===== src/rtl/alu_pkg.sv =====
// Shared constants and decoded-beat type for the ALU issue stage.
// Operand values live outside the struct so the datapath width stays a module parameter.
package alu_pkg;

    localparam logic [6:0] OP     = 7'b0110011;
    localparam logic [6:0] OP_IMM = 7'b0010011;
    localparam logic [6:0] LUI    = 7'b0110111;
    localparam logic [6:0] AUIPC  = 7'b0010111;
    localparam logic [6:0] LOAD   = 7'b0000011;
    localparam logic [6:0] STORE  = 7'b0100011;
    localparam logic [6:0] BRANCH = 7'b1100011;
    localparam logic [6:0] JAL    = 7'b1101111;
    localparam logic [6:0] JALR   = 7'b1100111;

    localparam logic [3:0] ALU_ADD  = 4'b0000;
    localparam logic [3:0] ALU_SUB  = 4'b1000;
    localparam logic [3:0] ALU_SLL  = 4'b0001;
    localparam logic [3:0] ALU_SLT  = 4'b0010;
    localparam logic [3:0] ALU_SLTU = 4'b0011;
    localparam logic [3:0] ALU_XOR  = 4'b0100;
    localparam logic [3:0] ALU_SRL  = 4'b0101;
    localparam logic [3:0] ALU_SRA  = 4'b1101;
    localparam logic [3:0] ALU_OR   = 4'b0110;
    localparam logic [3:0] ALU_AND  = 4'b0111;

    typedef struct packed {
        logic [3:0] ctrl;
        logic [4:0] rd;
        logic       illegal;
    } dec_beat_t;

endpackage


===== src/rtl/alu_ctrl_decode.sv =====
// Combinational RV32I decode into ALU operands and {alt_op, op} control.
// Every illegal encoding is forced to a=b=0, ctrl=ADD so execute sees a harmless beat.
module alu_ctrl_decode
    import alu_pkg::*;
#(
    parameter int WIDTH = 32
) (
    input  logic [31:0]      instr,
    input  logic [WIDTH-1:0] pc,
    input  logic [WIDTH-1:0] rs1_data,
    input  logic [WIDTH-1:0] rs2_data,
    output logic [WIDTH-1:0] a,
    output logic [WIDTH-1:0] b,
    output logic [3:0]       ctrl,
    output logic [4:0]       rd,
    output logic             illegal
);

    logic [6:0]       opcode;
    logic [2:0]       f3;
    logic [6:0]       f7;
    logic [WIDTH-1:0] imm_i;
    logic [WIDTH-1:0] imm_s;
    logic [WIDTH-1:0] imm_u;
    logic             f7_base;
    logic             f7_alt;

    assign opcode  = instr[6:0];
    assign f3      = instr[14:12];
    assign f7      = instr[31:25];
    assign rd      = instr[11:7];
    assign imm_i   = WIDTH'($signed(instr[31:20]));
    assign imm_s   = WIDTH'($signed({instr[31:25], instr[11:7]}));
    assign imm_u   = WIDTH'($signed({instr[31:12], 12'b0}));
    assign f7_base = (f7 == 7'h00);
    assign f7_alt  = (f7 == 7'h20);

    always_comb begin
        a       = '0;
        b       = '0;
        ctrl    = ALU_ADD;
        illegal = 1'b0;
        case (opcode)
            OP: begin
                a       = rs1_data;
                b       = rs2_data;
                ctrl    = {f7[5], f3};
                illegal = !(f7_base || (f7_alt && (f3 == 3'b000 || f3 == 3'b101)));
            end
            OP_IMM: begin
                a = rs1_data;
                if (f3 == 3'b001 || f3 == 3'b101) begin
                    // Shifts: shamt is unsigned, instr[30] selects SRA
                    b       = WIDTH'(instr[24:20]);
                    ctrl    = {instr[30], f3};
                    illegal = (f3 == 3'b001) ? !f7_base : !(f7_base || f7_alt);
                end else begin
                    b    = imm_i;
                    ctrl = {1'b0, f3};
                end
            end
            LUI:   b = imm_u;
            AUIPC: begin
                a = pc;
                b = imm_u;
            end
            LOAD: begin
                a = rs1_data;
                b = imm_i;
            end
            STORE: begin
                a = rs1_data;
                b = imm_s;
            end
            BRANCH: begin
                a = rs1_data;
                b = rs2_data;
                case (f3[2:1])
                    2'b00:   ctrl = ALU_SUB;
                    2'b10:   ctrl = ALU_SLT;
                    2'b11:   ctrl = ALU_SLTU;
                    default: illegal = 1'b1;
                endcase
            end
            JAL, JALR: begin
                a = pc;
                b = WIDTH'(32'd4);
            end
            default: illegal = 1'b1;
        endcase
        if (illegal) begin
            a    = '0;
            b    = '0;
            ctrl = ALU_ADD;
        end
    end

endmodule


===== src/rtl/alu_issue_stage.sv =====
// ALU issue stage: decode feeds a two-entry (OUT + SKID) valid/ready buffer.
// in_ready depends only on the skid flop, so there is no out_ready -> in_ready path.
module alu_issue_stage
    import alu_pkg::*;
#(
    parameter int WIDTH = 32
) (
    input  logic             clk,
    input  logic             reset,
    input  logic             flush,
    input  logic             in_valid,
    output logic             in_ready,
    input  logic [31:0]      instr,
    input  logic [WIDTH-1:0] pc,
    input  logic [WIDTH-1:0] rs1_data,
    input  logic [WIDTH-1:0] rs2_data,
    output logic             out_valid,
    input  logic             out_ready,
    output logic [WIDTH-1:0] alu_a,
    output logic [WIDTH-1:0] alu_b,
    output logic [3:0]       alu_ctrl,
    output logic [4:0]       out_rd,
    output logic             illegal
);

    logic [WIDTH-1:0] dec_a, dec_b;
    dec_beat_t        dec_beat;

    alu_ctrl_decode #(.WIDTH(WIDTH)) u_dec (
        .instr    (instr),
        .pc       (pc),
        .rs1_data (rs1_data),
        .rs2_data (rs2_data),
        .a        (dec_a),
        .b        (dec_b),
        .ctrl     (dec_beat.ctrl),
        .rd       (dec_beat.rd),
        .illegal  (dec_beat.illegal)
    );

    logic             out_valid_q, out_valid_d;
    logic [WIDTH-1:0] out_a_q, out_a_d, out_b_q, out_b_d;
    dec_beat_t        out_beat_q, out_beat_d;
    logic             skid_valid_q, skid_valid_d;
    logic [WIDTH-1:0] skid_a_q, skid_a_d, skid_b_q, skid_b_d;
    dec_beat_t        skid_beat_q, skid_beat_d;
    logic             accept, drain;

    assign in_ready = !skid_valid_q;
    assign accept   = in_valid && in_ready;
    assign drain    = out_valid_q && out_ready;

    always_comb begin
        out_valid_d  = out_valid_q;
        out_a_d      = out_a_q;
        out_b_d      = out_b_q;
        out_beat_d   = out_beat_q;
        skid_valid_d = skid_valid_q;
        skid_a_d     = skid_a_q;
        skid_b_d     = skid_b_q;
        skid_beat_d  = skid_beat_q;
        if (flush) begin
            out_valid_d  = 1'b0;
            skid_valid_d = 1'b0;
        end else if (drain) begin
            // accept cannot coincide with a valid skid, since in_ready is low then
            if (skid_valid_q) begin
                out_a_d      = skid_a_q;
                out_b_d      = skid_b_q;
                out_beat_d   = skid_beat_q;
                skid_valid_d = 1'b0;
            end else if (accept) begin
                out_a_d    = dec_a;
                out_b_d    = dec_b;
                out_beat_d = dec_beat;
            end else begin
                out_valid_d = 1'b0;
            end
        end else if (accept) begin
            if (!out_valid_q) begin
                out_valid_d = 1'b1;
                out_a_d     = dec_a;
                out_b_d     = dec_b;
                out_beat_d  = dec_beat;
            end else begin
                skid_valid_d = 1'b1;
                skid_a_d     = dec_a;
                skid_b_d     = dec_b;
                skid_beat_d  = dec_beat;
            end
        end
    end

    always_ff @(posedge clk or posedge reset) begin
        if (reset) begin
            out_valid_q  <= 1'b0;
            out_a_q      <= '0;
            out_b_q      <= '0;
            out_beat_q   <= '0;
            skid_valid_q <= 1'b0;
            skid_a_q     <= '0;
            skid_b_q     <= '0;
            skid_beat_q  <= '0;
        end else begin
            out_valid_q  <= out_valid_d;
            out_a_q      <= out_a_d;
            out_b_q      <= out_b_d;
            out_beat_q   <= out_beat_d;
            skid_valid_q <= skid_valid_d;
            skid_a_q     <= skid_a_d;
            skid_b_q     <= skid_b_d;
            skid_beat_q  <= skid_beat_d;
        end
    end

    assign out_valid = out_valid_q;
    assign alu_a     = out_a_q;
    assign alu_b     = out_b_q;
    assign alu_ctrl  = out_beat_q.ctrl;
    assign out_rd    = out_beat_q.rd;
    assign illegal   = out_beat_q.illegal;

endmodule

===== config.mk =====
export PLATFORM = sky130hd
export DESIGN_NAME = alu_issue_stage
export DESIGN_NICKNAME = d
export VERILOG_FILES = /design/src/rtl/alu_pkg.sv /design/src/rtl/alu_ctrl_decode.sv /design/src/rtl/alu_issue_stage.sv
export SDC_FILE = /design/constraint.sdc
export NUM_CORES = 1
export LEC_CHECK = 0
export CORE_UTILIZATION = 30
export DETAILED_ROUTE_END_ITERATION = 7
export SLEW_MARGIN = 20
export SYNTH_ARGS = -nofsm -noshare
export SYNTH_HDL_FRONTEND = slang
export SYNTH_SLANG_ARGS = --single-unit

===== constraint.sdc =====
create_clock -name clk -period 5.41 [get_ports clk]
set_input_delay 0.8115 -clock clk [delete_from_list [all_inputs] [get_ports clk]]
set_output_delay 0.8115 -clock clk [all_outputs]
set_load 0.01 [all_outputs]

==> metrics.cfg <==
[clock_network]
cts_root_buf=clkbuf_16
ctsResizeCount=0
clkLatencyLatePin_ns=0.42
hold_buffers=0
postCtsSetupBuffers=0
clock_sinks=150
htree_levels=4
cts_inserted_buffers=17
cts_tree=done
clock_path_buffers=2
clk_pin_slew_ns=0.06

[drt]
highest_layer=met4
wl_met1_um=10000
wl_met3_um=1030
met2_length_um=10400
drt_pass1_iterations=7
drt_iter0_drc=463
routedWlPerCell_um=18.2
routed_via_density=5.22
wirelength_um=21900
antenna_left=0
drcViolationCount=0
vias=6293

[sta]
period_share_pct=66.4
setup_tns_ns=0
hold_violations=0
max_freq_mhz=278
worstMarginPinSlew_ns=1.07
finalMaxSlewViolations=0
rsz0062_at_grt=no
setup_viol=0
fin_worst_skew_ns=0.00793
slew-limit-headroom_pct=28.8
period_needed_ns=3.59

[cells_and_area]
area_growth_pct=42.8
regArea_sq_mm=0.00375
multi_input_area_sq_mm=0.00292
nets=1041
antenna_cells=0
n_fill_cell=2212
drive_gt1_share_pct=6.73
fin_cells=1206
finish.utilization_pct=43.7

[worst_setup_path]
cp_cell_sequence=clkdlybuf4s50_1, nand4bb_1, nor2_1, o21ai_1, o211ai_4, buf_4, o21ai_0
required_ns=5.69
critPathLaunchType=primary input
crit_fanout=37
cp_data_arrival_time_ns=3.87
end_kind=flip-flop
cpMaxStageDelayCell=o211ai_4
cpPeakStageDelay_ns=0.73
criticalPathCategory=primary input to flip-flop

[power]
power_density_mw_per_mm2=321
p_leak_nw=3.87
ir_drop_mv=0.178
finalPower_w=0.00318

[global_route]
grt_pass1_vias=6001
grt-ovfl-total=0
grt_max_degree=80
grt_usage_pct=19.0
grt_antenna_before_repair=1
grt_pass1_wl_um=34600

[yosys]
synth_cell_types=40
synth.avg_cell_area_sq_um=9.51
synth_area_leaders=dfrtp_1, o21ai_0, o21a_1
synth_edf_count=0
syn_area_sq_mm=0.00693
syn_nets=862
synth_warnings=0
netlist.area_leader.share_pct=54.2
netlist_instances=729
yosys_most_used_dff=dfrtp_1
ys_ff_latch=150
synth_top_area_cell=dfrtp_1
ys_seq_area_share_pct=54.2
ys_async_sr_fraction_pct=100

[placement]
numPlacedInstances=1174
io_buffer_count=208
gp_congestion=0.819
post-dp-hpwl_um=15000

[die]
coreArea_sq_mm=0.0226
die_area_sq_mm=0.0237
std_cell_rows=55
pin_count=209
die_h_um=154
initial_core_util_pct=30.6
die_w_um=154

[hold_path]
hp-class=flip-flop to flip-flop

[run]
cap_violations=0

[outcome]
status=completed

## critical path, delay by kind of cell
kind	cells	cell delay, ns
AND/OR/NAND/NOR	2	0.94
buffers and inverters	2	0.97
AO/OA/AOI/OAI	3	1.13
## Yosys cell counts (2+ instances only)
| library cell | count |
|---|---|
| nor2b_1 | 2 |
| o21ai_0 | 116 |
| xnor2_1 | 2 |
| nor3_1 | 2 |
| nor4_1 | 2 |
| clkbuf_1 | 43 |
| o21ai_1 | 23 |
| buf_2 | 10 |
| a31oi_1 | 5 |
| a22oi_1 | 39 |
| nand3_1 | 4 |
| nand2b_1 | 3 |
| a21oi_1 | 79 |
| clkbuf_2 | 6 |
| dfrtp_1 | 150 |
| buf_6 | 2 |
| o21a_1 | 70 |
| o211ai_2 | 2 |
| a221oi_1 | 22 |
| nor2_1 | 12 |
| buf_4 | 3 |
| nand3b_1 | 6 |
| or4_1 | 2 |
| nand2_1 | 104 |
| inv_1 | 5 |
## power breakdown
group | leakage (nW) | total [W] | switching [W] | internal (W)
clock | 0.299 | 0.00126 | 0.000497 | 0.000760
combinational | 1.64 | 0.000615 | 0.000258 | 0.000357
sequential | 1.93 | 0.00131 | 0.0000679 | 0.00124
## sequential cells by signal, summed over array words and instances (netlist names)
| name | cells |
|---|---|
| alu_a | 32 |
| alu_b | 32 |
| skid_a_q | 32 |
| skid_b_q | 32 |
| skid_beat_q | 10 |
| out_rd | 5 |
| alu_ctrl | 4 |
| illegal | 1 |
| out_valid | 1 |
| skid_valid_q | 1 |
## worst paths after layout
| check | end | cells past startpoint | from | slack [ns] |
|---|---|---|---|---|
| max in group asynchronous | alu_a[19] | 3 | reset | 3.50 |
| worst max-delay path | skid_b_q[12] | 7 | instr[3] | 1.82 |
| worst min-delay path | skid_beat_q[3] | 2 | skid_beat_q[3] | 0.48 |
| worst max register to register | alu_ctrl[2] | 6 | skid_valid_q | 3.00 |
| worst min register to register | skid_beat_q[3] | 2 | skid_beat_q[3] | 0.48 |
| min in group asynchronous | alu_b[7] | 2 | reset | 0.91 |
## final cells by class
| cell class | count | area share (%) |
|---|---|---|
| Tap cell | 285 | 3.60 |
| Clock buffer | 20 | 4.61 |
| Multi-Input combinational cell | 509 | 29.5 |
| Sequential cell | 150 | 37.9 |
| Clock inverter | 12 | 1.71 |
| Inverter | 6 | 0.278 |
| Timing Repair Buffer | 224 | 22.4 |
## kinds of logic (layout without fill, tap and decap cells)
kind of cell | count (synthesis) | in the layout | synth area share [%]
flip-flops | 150 | 150 | 54.2
AND/OR/NAND/NOR | 142 | 142 | 8.92
XOR/XNOR | 2 | 2 | 0.253
AO/OA/AOI/OAI | 365 | 365 | 32.2
buffers and inverters | 70 | 262 | 4.46
## cells in the final DEF, fill, tap and decap left out, types with 2 or more instances in the layout
cell type / n
a21oi_1: 79
a221oi_1: 22
a22oi_1: 39
a31oi_1: 5
buf_4: 15
bufinv_16: 3
clkbuf_16: 17
clkbuf_8: 2
clkdlybuf4s50_1: 208
clkinv_4: 4
clkinvlp_4: 2
dfrtp_1: 150
inv_1: 4
inv_6: 3
nand2_1: 104
nand2b_1: 3
nand3_1: 4
nand3b_1: 6
nor2_1: 12
nor2b_1: 2
nor3_2: 2
nor4_1: 2
o211ai_4: 2
o21a_1: 70
o21ai_0: 116
o21ai_1: 23
xnor2_1: 2
## metal layers
layer  global-route usage (%)  vias up
met3                     3.38       24
met5                        0        -
li1                         -     3005
met2                     29.9      195
met4                     6.43        0
met1                     26.2     3069
## metrics by stage
stage / hold WS [ns] / cell area (sq um) / setup WS (ns)
2_1_floorplan: 0.446 / 6930 / 0.562
3_3_place_gp: 0.458 / 9270 / 1.49
3_5_place_dp: 0.462 / 9270 / 1.39
4_1_cts: 0.478 / 9900 / 1.84
5_1_grt: 0.496 / 9900 / 1.60
6_report: 0.477 / 9900 / 1.82
Note: power is estimated with default switching activity, not from simulation.
